<file path="src/rtl/io_test_scope.sv">
// io_test_scope: a small logic-analyser style capture block on the IO bus.
//
// A 16-bit test bus (ATest16p) is written into a circular sample buffer
// while armed. A masked compare (the trigger) records where the event
// happened. A programmable number of post-trigger samples is then taken
// before capture stops. Software reads the buffer oldest-first through a
// DATA register that auto-increments.
//
// IO protocol: one access per clock, no handshake.
//  - An access is a read when AIoRdSize != 0 and a write when AIoWrSize != 0.
//  - AIoAddrAck/AIoAddrErr/AIoMiso are combinational from the current
//    address, strobes and registered state. The read data is valid in the
//    same cycle as the access.
//  - Side effects (CTRL latch, DATA pointer advance) happen at the rising
//    edge, and only when AClkHEn is high and the access is not an error.
//
// Register map:
//  CAddrBase   W: CTRL   [15:0] mask, [31:16] value, [39:32] post count,
//                        [62] abort, [63] arm
//              R: STATUS [1:0] state, [15:8] TrigIdx, [23:16] write ptr,
//                        [31:24] read ptr, [32] wrapped
//  CAddrBase+1 R: DATA   [15:0] sample, [23:16] read ptr (zero unless DONE)
//
// Ports:
//  AClkH, AResetHN (sync, active-low), AClkHEn (clock enable)
//  AIoAddr, AIoMosi, AIoWrSize, AIoRdSize -> IO request
//  AIoMiso, AIoAddrAck, AIoAddrErr        <- IO response
//  ATest16p                               -> sampled test bus
//
// The FSM state is always observable through STATUS[1:0].

module io_test_scope #(
  parameter logic [15:0] CAddrBase  = 16'h0000,
  parameter int          CDepthLog2 = 6
) (
  input  logic        AClkH,
  input  logic        AResetHN,
  input  logic        AClkHEn,
  input  logic [15:0] AIoAddr,
  output logic [63:0] AIoMiso,
  input  logic [63:0] AIoMosi,
  input  logic [3:0]  AIoWrSize,
  input  logic [3:0]  AIoRdSize,
  output logic        AIoAddrAck,
  output logic        AIoAddrErr,
  input  logic [15:0] ATest16p
);

  localparam int          CDepth    = 1 << CDepthLog2;
  localparam logic [15:0] CAddrData = CAddrBase + 16'd1;

  typedef logic [CDepthLog2-1:0] TPtr;

  typedef enum logic [1:0] {
    StIdle  = 2'd0,
    StArmed = 2'd1,
    StPost  = 2'd2,
    StDone  = 2'd3
  } TState;

  TState       state, stateNext;
  TPtr         wrPtr, wrPtrNext;
  TPtr         rdPtr, rdPtrNext;
  TPtr         trigIdx, trigIdxNext;
  TPtr         cnt, cntNext;
  TPtr         postCnt;
  logic        wrapped, wrappedNext;
  logic [15:0] trigMask, trigValue;
  logic [15:0] mem [CDepth];

  // ---------------------------------------------------------------- decode
  logic hitCtrl, hitData, isWr, isRd, accOk;
  logic ctrlWr, statusRd, dataRd;
  logic sampling, trigHit;
  TPtr  wrPtrInc;

  assign hitCtrl    = (AIoAddr == CAddrBase);
  assign hitData    = (AIoAddr == CAddrData);
  assign isWr       = |AIoWrSize;
  assign isRd       = |AIoRdSize;
  assign AIoAddrAck = (hitCtrl | hitData) & (isWr | isRd);
  // Mixed read+write, or any write to the read-only DATA register.
  assign AIoAddrErr = AIoAddrAck & ((isWr & isRd) | (isWr & hitData));
  assign accOk      = AIoAddrAck & ~AIoAddrErr;
  assign ctrlWr     = accOk & hitCtrl & isWr;
  assign statusRd   = accOk & hitCtrl & isRd;
  assign dataRd     = accOk & hitData & isRd;

  assign sampling = (state == StArmed) || (state == StPost);
  assign trigHit  = ((ATest16p ^ trigValue) & trigMask) == 16'h0000;
  assign wrPtrInc = wrPtr + TPtr'(1);

  // MOSI bits with no function here; grouped so they are visibly ignored.
  logic unusedBits;
  assign unusedBits = ^{AIoMosi[61:40], AIoMosi[39:32]};

  // ------------------------------------------------------ next-state logic
  always_comb begin
    stateNext   = state;
    wrPtrNext   = wrPtr;
    rdPtrNext   = rdPtr;
    trigIdxNext = trigIdx;
    cntNext     = cnt;
    wrappedNext = wrapped;

    if (sampling) begin
      wrPtrNext = wrPtrInc;
      if (wrPtrInc == '0) wrappedNext = 1'b1;
    end

    case (state)
      StArmed: begin
        if (trigHit) begin
          trigIdxNext = wrPtr;
          if (postCnt == '0) begin
            stateNext = StDone;
          end else begin
            stateNext = StPost;
            cntNext   = postCnt;
          end
        end
      end
      StPost: begin
        cntNext = cnt - TPtr'(1);
        if (cnt == TPtr'(1)) stateNext = StDone;
      end
      StDone: begin
        if (dataRd) rdPtrNext = rdPtr + TPtr'(1);
      end
      default: ;
    endcase

    // Oldest sample first: after a wrap the oldest entry is the one about
    // to be overwritten, i.e. the updated write pointer.
    if (stateNext == StDone && state != StDone)
      rdPtrNext = wrappedNext ? wrPtrNext : '0;

    // A CTRL write overrides the FSM but the sample of this cycle has
    // already been handled above under the old state.
    if (ctrlWr) begin
      if (AIoMosi[62]) begin
        stateNext = StIdle;
      end else if (AIoMosi[63]) begin
        stateNext   = StArmed;
        wrPtrNext   = '0;
        rdPtrNext   = '0;
        wrappedNext = 1'b0;
      end
    end
  end

  // -------------------------------------------------------------- registers
  always_ff @(posedge AClkH) begin
    if (!AResetHN) begin
      state     <= StIdle;
      wrPtr     <= '0;
      rdPtr     <= '0;
      trigIdx   <= '0;
      cnt       <= '0;
      wrapped   <= 1'b0;
      trigMask  <= '0;
      trigValue <= '0;
      postCnt   <= '0;
    end else if (AClkHEn) begin
      state   <= stateNext;
      wrPtr   <= wrPtrNext;
      rdPtr   <= rdPtrNext;
      trigIdx <= trigIdxNext;
      cnt     <= cntNext;
      wrapped <= wrappedNext;
      if (ctrlWr) begin
        trigMask  <= AIoMosi[15:0];
        trigValue <= AIoMosi[31:16];
        postCnt   <= AIoMosi[32 +: CDepthLog2];
      end
    end
  end

  // Sample buffer, not reset.
  always_ff @(posedge AClkH) begin
    if (AResetHN && AClkHEn && sampling) mem[wrPtr] <= ATest16p;
  end

  // ------------------------------------------------------------- read data
  always_comb begin
    AIoMiso = '0;
    if (statusRd) begin
      AIoMiso[1:0]   = state;
      AIoMiso[15:8]  = 8'(trigIdx);
      AIoMiso[23:16] = 8'(wrPtr);
      AIoMiso[31:24] = 8'(rdPtr);
      AIoMiso[32]    = wrapped;
    end else if (dataRd && state == StDone) begin
      AIoMiso[15:0]  = mem[rdPtr];
      AIoMiso[23:16] = 8'(rdPtr);
    end
  end

endmodule

</file>
<file path="config.mk">
export PLATFORM = sky130hd
export DESIGN_NAME = io_test_scope
export DESIGN_NICKNAME = d
export VERILOG_FILES = /design/src/rtl/io_test_scope.sv
export SDC_FILE = /design/constraint.sdc
export NUM_CORES = 1
export LEC_CHECK = 0
export BUFFER_PORTS_ARGS = -buffer_cell sky130_fd_sc_hd__buf_2
export CAP_MARGIN = 30
export CORE_UTILIZATION = 55
export CTS_BUF_LIST = sky130_fd_sc_hd__clkbuf_4 sky130_fd_sc_hd__clkbuf_8 sky130_fd_sc_hd__clkbuf_16
export DETAILED_ROUTE_END_ITERATION = 7
export PLACE_DENSITY = 0.72
export SETUP_SLACK_MARGIN = 0.15
export SLEW_MARGIN = 20
export SYNTH_ARGS = -nofsm -noshare
export SYNTH_HDL_FRONTEND = slang
export SYNTH_SLANG_ARGS = --single-unit
</file>
<file path="constraint.sdc">
create_clock -name AClkH -period 4 [get_ports AClkH]
set_clock_uncertainty 0.15 [all_clocks]
set_input_delay 0.2 -clock AClkH [delete_from_list [all_inputs] [get_ports AClkH]]
set_output_delay 0.2 -clock AClkH [all_outputs]
set_load 0.03 [all_outputs]
</file>
==> run_results.csv, run 1 <==
group,metric,value,unit
outcome,result_of_the_run,"complete, no violations",
die,floorplan.initialDensity,0.5561,
finish,fraction_of_final_layout_cells_with_drive_strength_greater_than_1,0.3241,
global_route,global_route.usage.met3,0.06314,
timing,final.setup.tns,0,ps
route,detail_route.drc_violations,0,
timing,min_period_over_period,0.9764,
clocking,cts-buffers-inserted,106,
route,antenna_viol_nets_final,0,
global_route,met2_track_utilization_from_global_routing,0.4439,
global_route,grtUsageMet1,0.3508,
place,final_wtd_congestion,0.8762,
clocking,clock_insertion_delay_worst_skew,650,ps
pwr,ir_drop,0.0003863,V
finish,syn_to_final_growth,16.84,%
die,row_count,102,
synth,netlist_instances,2069,
worst_hold_path,hold_startpoint,"ATest16p[9]",
die,floorplan.die_area,79460,sq um
synth,synthFlopType,"edfxtp_1",
synth,yosysSeqAreaShare,0.7467,
place,post-place-cells,3238,
clocking,cts_max_path_buffers,3,
timing,clock.fmax,256.0,MHz
critical_path,timing.critical_path.slowest_cell_delay,540,ps
die,floorplan.die.width,281.9,microns
clocking,cts_root_buf,"clkbuf_16",
timing,final_hold_viol_count,0,
finish,fin_area,50340,sq um
route,dr.pass1.iters,5,
clocking,clk_pin_slew_worst_paths,60,ps
route,wire_per_inst,30.42,microns
clocking,cts_max_level,3,
timing,maxSlewHeadroom,0.2405,
synth,postSynthRegisterBits,1095,
global_route,globalRouteTotalUtil,0.2721,
worst_hold_path,hold_class,"in2reg",
finish,layout.cells.most_common_list,"1024 x edfxtp_1, 322 x mux4_2, 127 x buf_4",
critical_path,timing.critical_path.buf_inv,3,
global_route,antenna_violations_before_repair,4,
place,numPortBuffers,113,
critical_path,timing.rr.start,"state[0]",
job,drv.max_cap_violation_count,0,
synth,postSynth.asyncResetShare,0,
critical_path,cp.required,3650,ps
place,hpwl,59730,microns
timing,maxSlewViolCount,0,
critical_path,timing.critical_path.fanout_max,11,
global_route,first_global_vias,22420,
timing,rsz0062_at_grt,"true",
critical_path,crit_chain,"buf_12 > bufbuf_16 > mux4_2 > mux4_2 > a22oi_2 > nand2_2 > a22o_1 > buf_2",
timing,worst_pin_slew,1137,ps
critical_path,worst_ep_arrival_time,3560,ps
critical_path,worstSetupPathType,"reg2out",
route,detail_route.wirelength,107100,microns
finish,finish.cell_count_without_fillers,3520,
synth,synth_edf_count,1024,
critical_path,critPathMostFrequentCell,"mux4_2",
critical_path,setup.worst_path.start_class,"register",
place,postPlaceCellArea,45510,sq um
global_route,wire_length_of_the_first_global_routing_pass,151500,microns
critical_path,critPathCaptureType,"primary output",
die,ios,173,
route,drt-vias-per-instance,6.303,
route,detailedRoute.firstIterationViolations,2724,
synth,yosysWarningCount,0,
timing,fin_crit,3906,ps
critical_path,worst_path_dominant_cell_family,"multiplexers",
finish,layout_commonest_cell,"edfxtp_1",
global_route,grt_busiest_layer,"met2",
synth,unique_masters_post_synth,56,
die,die_h,281.9,microns
global_route,grt_overflow_total,0,
synth,synth.avg_cell_area,20.82,sq um
clocking,clkSinkCount,1095,
pwr,p_leak,0.01592,uW
global_route,pin_count_of_the_biggest_net_entering_global_routing,65,
finish,fin_nets,2514,
critical_path,critPathSlowestCell,"mux4_2",
pwr,power.density,451.9,nW/um^2
timing,finalSetupViolCount,0,
die,core_area,77470,sq um
route,route.vias.total,22190,
synth,mappedNetlistArea,43080,sq um
clocking,cts_tree,"built",
[stage by stage]
stage	setup WS, ps	util	hold slack, ps	power, uW
global route	75.49	0.6498	33.67	23300
finish	94.29	0.6498	54.34	22750
floorplan	873.9	-	148.9	12850
detailed placement	566.6	0.5875	296.9	13070
CTS	90.65	0.6460	5.565	22820
global placement	599.7	0.5872	290.6	13050
[area by class of cell]
| class | instances | area (sq um) |
|---|---|---|
| multi-input combinational | 854 | 10340 |
| fill | 4944 | 27130 |
| timing repair buffer | 335 | 3053 |
| clock buffer | 127 | 2853 |
| antenna | 2 | 5.005 |
| tap | 1040 | 1301 |
| sequential | 1095 | 32190 |
| clock inverter | 59 | 571.8 |
| inverter | 8 | 30.03 |
[layer usage]
| layer | vias to the layer above | routed length [microns] |
|---|---|---|
| met4 | 0 | 3896 |
| li1 | 9146 | - |
| met1 | 11650 | 38940 |
| met3 | 188 | 9906 |
| met5 | - | 0 |
| met2 | 1202 | 54340 |
[synth_stat cells, types with 6 or more instances]
cell type,instances,area (sq um)
a22o_1,14,122.6
nor3_1,13,65.06
mux4_2,322,7252
mux2i_1,16,160.2
nor2b_1,18,112.6
a22oi_1,26,195.2
buf_2,24,120.1
and2_1,17,106.4
o21ai_0,12,60.06
nor4_1,8,50.05
nand2b_1,8,50.05
inv_1,8,30.03
nor2_1,85,319.1
xor2_1,19,166.4
a21oi_1,48,240.2
clkbuf_1,51,191.4
ha_1,7,87.58
buf_4,47,352.8
buf_1,18,67.56
nand4_1,8,50.05
buf_6,6,67.56
dfxtp_1,71,1421
nand2_1,118,442.9
a21boi_0,9,67.56
a211oi_1,7,52.55
nand3_1,11,55.05
edfxtp_1,1024,30750
[final timing paths]
kind | end | slack (ps) | cells after the start
worst min-delay path | mem[10][9] | 50 | 2
worst max-delay path | AIoMiso[11] | 90 | 8
worst max register to register | register | 840 | 6
worst min register to register | trigMask[12] | 300 | 2
[cell families after synthesis]
group / synth area share
buffers and inverters: 0.01925
other: 0.00008704
DFF: 0.7467
muxes: 0.1726
xor gates and xnor gates: 0.004269
AOI/OAI and AO/OA: 0.02184
adders and majority gates: 0.002033
and+or+nand+nor: 0.03322
[what timing repair did]
| item | CTS | global route |
|---|---|---|
| hold buffers | 54 | 0 |
| pin swaps | 5 | 10 |
| resized for setup | 31 | 41 |
| endpoints found under the hold margin | 55 | 0 |
| setup buffers | 19 | 11 |
| cloned | 7 | 3 |
| setup endpoints to repair | 16 | 16 |
[flip-flops by register name (all words and copies together), names as in the netlist, named ones only]
signal,count
postCnt,6
wrPtr,6
trigValue,16
wrapped,1
rdPtr,6
cnt,6
trigMask,16
state,2
trigIdx,6
mem,1024
[where the power goes]
group	internal (uW)	switching [uW]
logic	76.9	284
registers	12500	0.000188
clock network	5750	4130
total	18300	4410
No activity file was read; power rests on OpenSTA's default activity.
==> inputs of run 2 (changes only) <==
CORE_UTILIZATION = 51   (was 55)
CTS_BUF_LIST = unset   (was sky130_fd_sc_hd__clkbuf_4 sky130_fd_sc_hd__clkbuf_8 sky130_fd_sc_hd__clkbuf_16)
PLACE_DENSITY = 0.68   (was 0.72)
==> run 2 against run 1 <==
  * Combinational power about the same
  * Non-clock buffer count up 19
  * Core utilization is 4.5 points lower
  * Register-to-register slack worse by 60 ps
  * Setup slack better by 12 ps
  * Fmax is 0.31% higher
  * Global-route usage shrank 2.1 points
  * Sequential power about the same
  * Die area rose by 7.8%
  * Count of clock-buffer cells in the layout stayed put
  * Routed wire length down 0.57%
  * Final cell count is 3.5% higher
==> run_results.csv, run 2 (synthesized netlist as in run 1, its figures left out) <==
group,metric,value,unit
outcome,result_of_the_run,"complete, no violations",
timing,final_critical_path_setup_slack,106.5,ps
pwr,power.density,445.7,nW/um^2
pwr,p_clk_frac,0.430,
pwr,proportion_of_total_power_due_to_net_switching,0.1989,
place,numPortBuffers,113,
pwr,cell_internal_pwr,18080,uW
route,wire_per_inst,29.23,microns
route,detailedRoute.firstIterationViolations,2682,
timing,fin_crit,3894,ps
critical_path,timing.critical_path.buf_inv,4,
critical_path,timing.critical_path.slowest_cell_delay,570,ps
worst_hold_path,hold_class,"in2reg",
die,floorplan.die_area,85640,sq um
finish,fraction_of_final_layout_cells_with_drive_strength_greater_than_1,0.3226,
die,row_count,106,
global_route,antenna_violations_before_repair,1,
critical_path,setup.worst_path.start_class,"register",
timing,finalSetupViolCount,0,
critical_path,cp.required,3650,ps
clocking,clkSinkCount,1095,
clocking,cts_tree,"built",
route,dr.pass1.iters,6,
finish,largest_register_ffs,1024,
critical_path,critPathMostFrequentCell,"mux4_2",
timing,maxSlewHeadroom,0.3530,
clocking,cts-buffers-inserted,108,
route,drt-vias-per-instance,6.109,
timing,maxSlewViolCount,0,
die,core_area,83690,sq um
global_route,pin_count_of_the_biggest_net_entering_global_routing,65,
global_route,grt_overflow_total,0,
pwr,p_leak,0.01600,uW
timing,clock.fmax,256.8,MHz
die,floorplan.initialDensity,0.5148,
critical_path,timing.critical_path.fanout_max,8,
place,pre_cts_slack,482.8,ps
clocking,cts_max_path_buffers,3,
timing,final.setup.tns,0,ps
route,antenna_viol_nets_final,0,
critical_path,crit_chain,"buf_12 > buf_16 > buf_12 > mux4_2 > mux4_2 > mux4_2 > and2_4 > buf_6",
critical_path,critPathSlowestCell,"mux4_2",
clocking,clock_insertion_delay_worst_skew,670,ps
global_route,first_global_vias,22470,
finish,fillCellCount,5680,
pwr,combinationalPowerShare,0.016,
route,detail_route.wirelength,106500,microns
die,die_h,292.6,microns
critical_path,worstSetupPathType,"reg2out",
critical_path,worst_path_dominant_cell_family,"multiplexers",
die,ios,173,
job,drv.max_cap_violation_count,0,
route,detail_route.drc_violations,0,
clocking,cts_max_level,3,
finish,syn_to_final_growth,17.50,%
timing,min_period_over_period,0.9734,
critical_path,critPathCaptureType,"primary output",
finish,top_regs,"mem x1024, trigMask x16, trigValue x16",
global_route,globalRouteTotalUtil,0.2510,
place,final_wtd_congestion,0.8689,
finish,layout_commonest_cell,"edfxtp_1",
clocking,clk_pin_slew_worst_paths,70,ps
clocking,cts_root_buf,"clkbuf_16",
global_route,wire_length_of_the_first_global_routing_pass,153100,microns
pwr,ir_drop,0.0002966,V
finish,layout.cells.most_common_list,"1024 x edfxtp_1, 322 x mux4_2, 134 x buf_4",
timing,worst_pin_slew,968.5,ps
place,hpwl,60250,microns
die,floorplan.die.width,292.6,microns
timing,final_hold_viol_count,0,
route,route.vias.total,22250,
finish,fin_nets,2535,
critical_path,worst_ep_arrival_time,3540,ps
pwr,power_switching,4487,uW
timing,rsz0062_at_grt,"true",
finish,largest_register,"mem",
pwr,power.sequential.fraction,0.554,
[run 2: cell count changes in the layout (fill, tap and decap cells not counted), moves of 3 or more]
cell and change:
clkbuf_4 -16, clkbuf_1 +18, bufinv_16 -3, and2_4 -3, buf_2 +4, and2_1 +3
buf_16 +6, clkinv_2 +11, clkbuf_8 -3, buf_4 +7
[run 2: routing by layer]
layer / GRT usage / part of all wire
met1: 0.3379 / 0.38
met3: 0.04257 / 0.082
met5: 0 / 0
met2: 0.4192 / 0.51
met4: 0.08313 / 0.031
[run 2: what timing repair did]
item	CTS	global route
gates cloned	13	3
hold buffers	55	0
endpoints found under the hold margin	64	0
resized for setup	41	34
buffers inserted	18	17
endpoints found under the setup margin	16	15
pin swaps	5	10
[run 2: final timing paths]
kind               startpoint          end  slack, ps  depth (start not counted)
setup / recovery     register  AIoMiso[15]        110                          8
hold / removal    ATest16p[7]    mem[2][7]         90                          2
setup reg to reg     state[0]   mem[31][3]        780                          7
hold reg to reg   trigMask[7]  trigMask[7]        310                          2
[run 2: power groups by stage]
stage               Clock (uW)  Combinational, uW  Sequential (uW)
floorplan                    0               95.2            12800
global placement             0                297            12700
detailed placement           0                317            12700
CTS                       9800                351            12500
global route             10300                380            12500
finish                    9700                360            12500
[run 2: layout make-up]
cell class	instances	area (sq um)	share of cell area
Tap cell	1134	1419	0.02803
Clock buffer	127	2795	0.05522
Sequential cell	1095	32190	0.6358
Antenna cell	1	2.502	0.00004943
Clock inverter	70	568.0	0.01122
Inverter	8	30.03	0.0005932
Multi-Input combinational cell	854	10320	0.2039
Timing Repair Buffer	354	3302	0.06523
[run 2: through the flow]
step / hold WS (ps) / instances / utilization / cell area (sq um) / total power (uW)
4_1_cts: 66.00 / 3621 / 0.6007 / 50270 / 22660
5_1_grt: 94.92 / 3642 / 0.6049 / 50620 / 23140
3_3_place_gp: 292.8 / 3337 / 0.5450 / 45610 / 13050
6_report: 86.00 / 3643 / 0.6049 / 50620 / 22560
2_1_floorplan: 148.9 / 2103 / - / 43210 / 12850
3_5_place_dp: 300.3 / 3339 / 0.5452 / 45630 / 13070
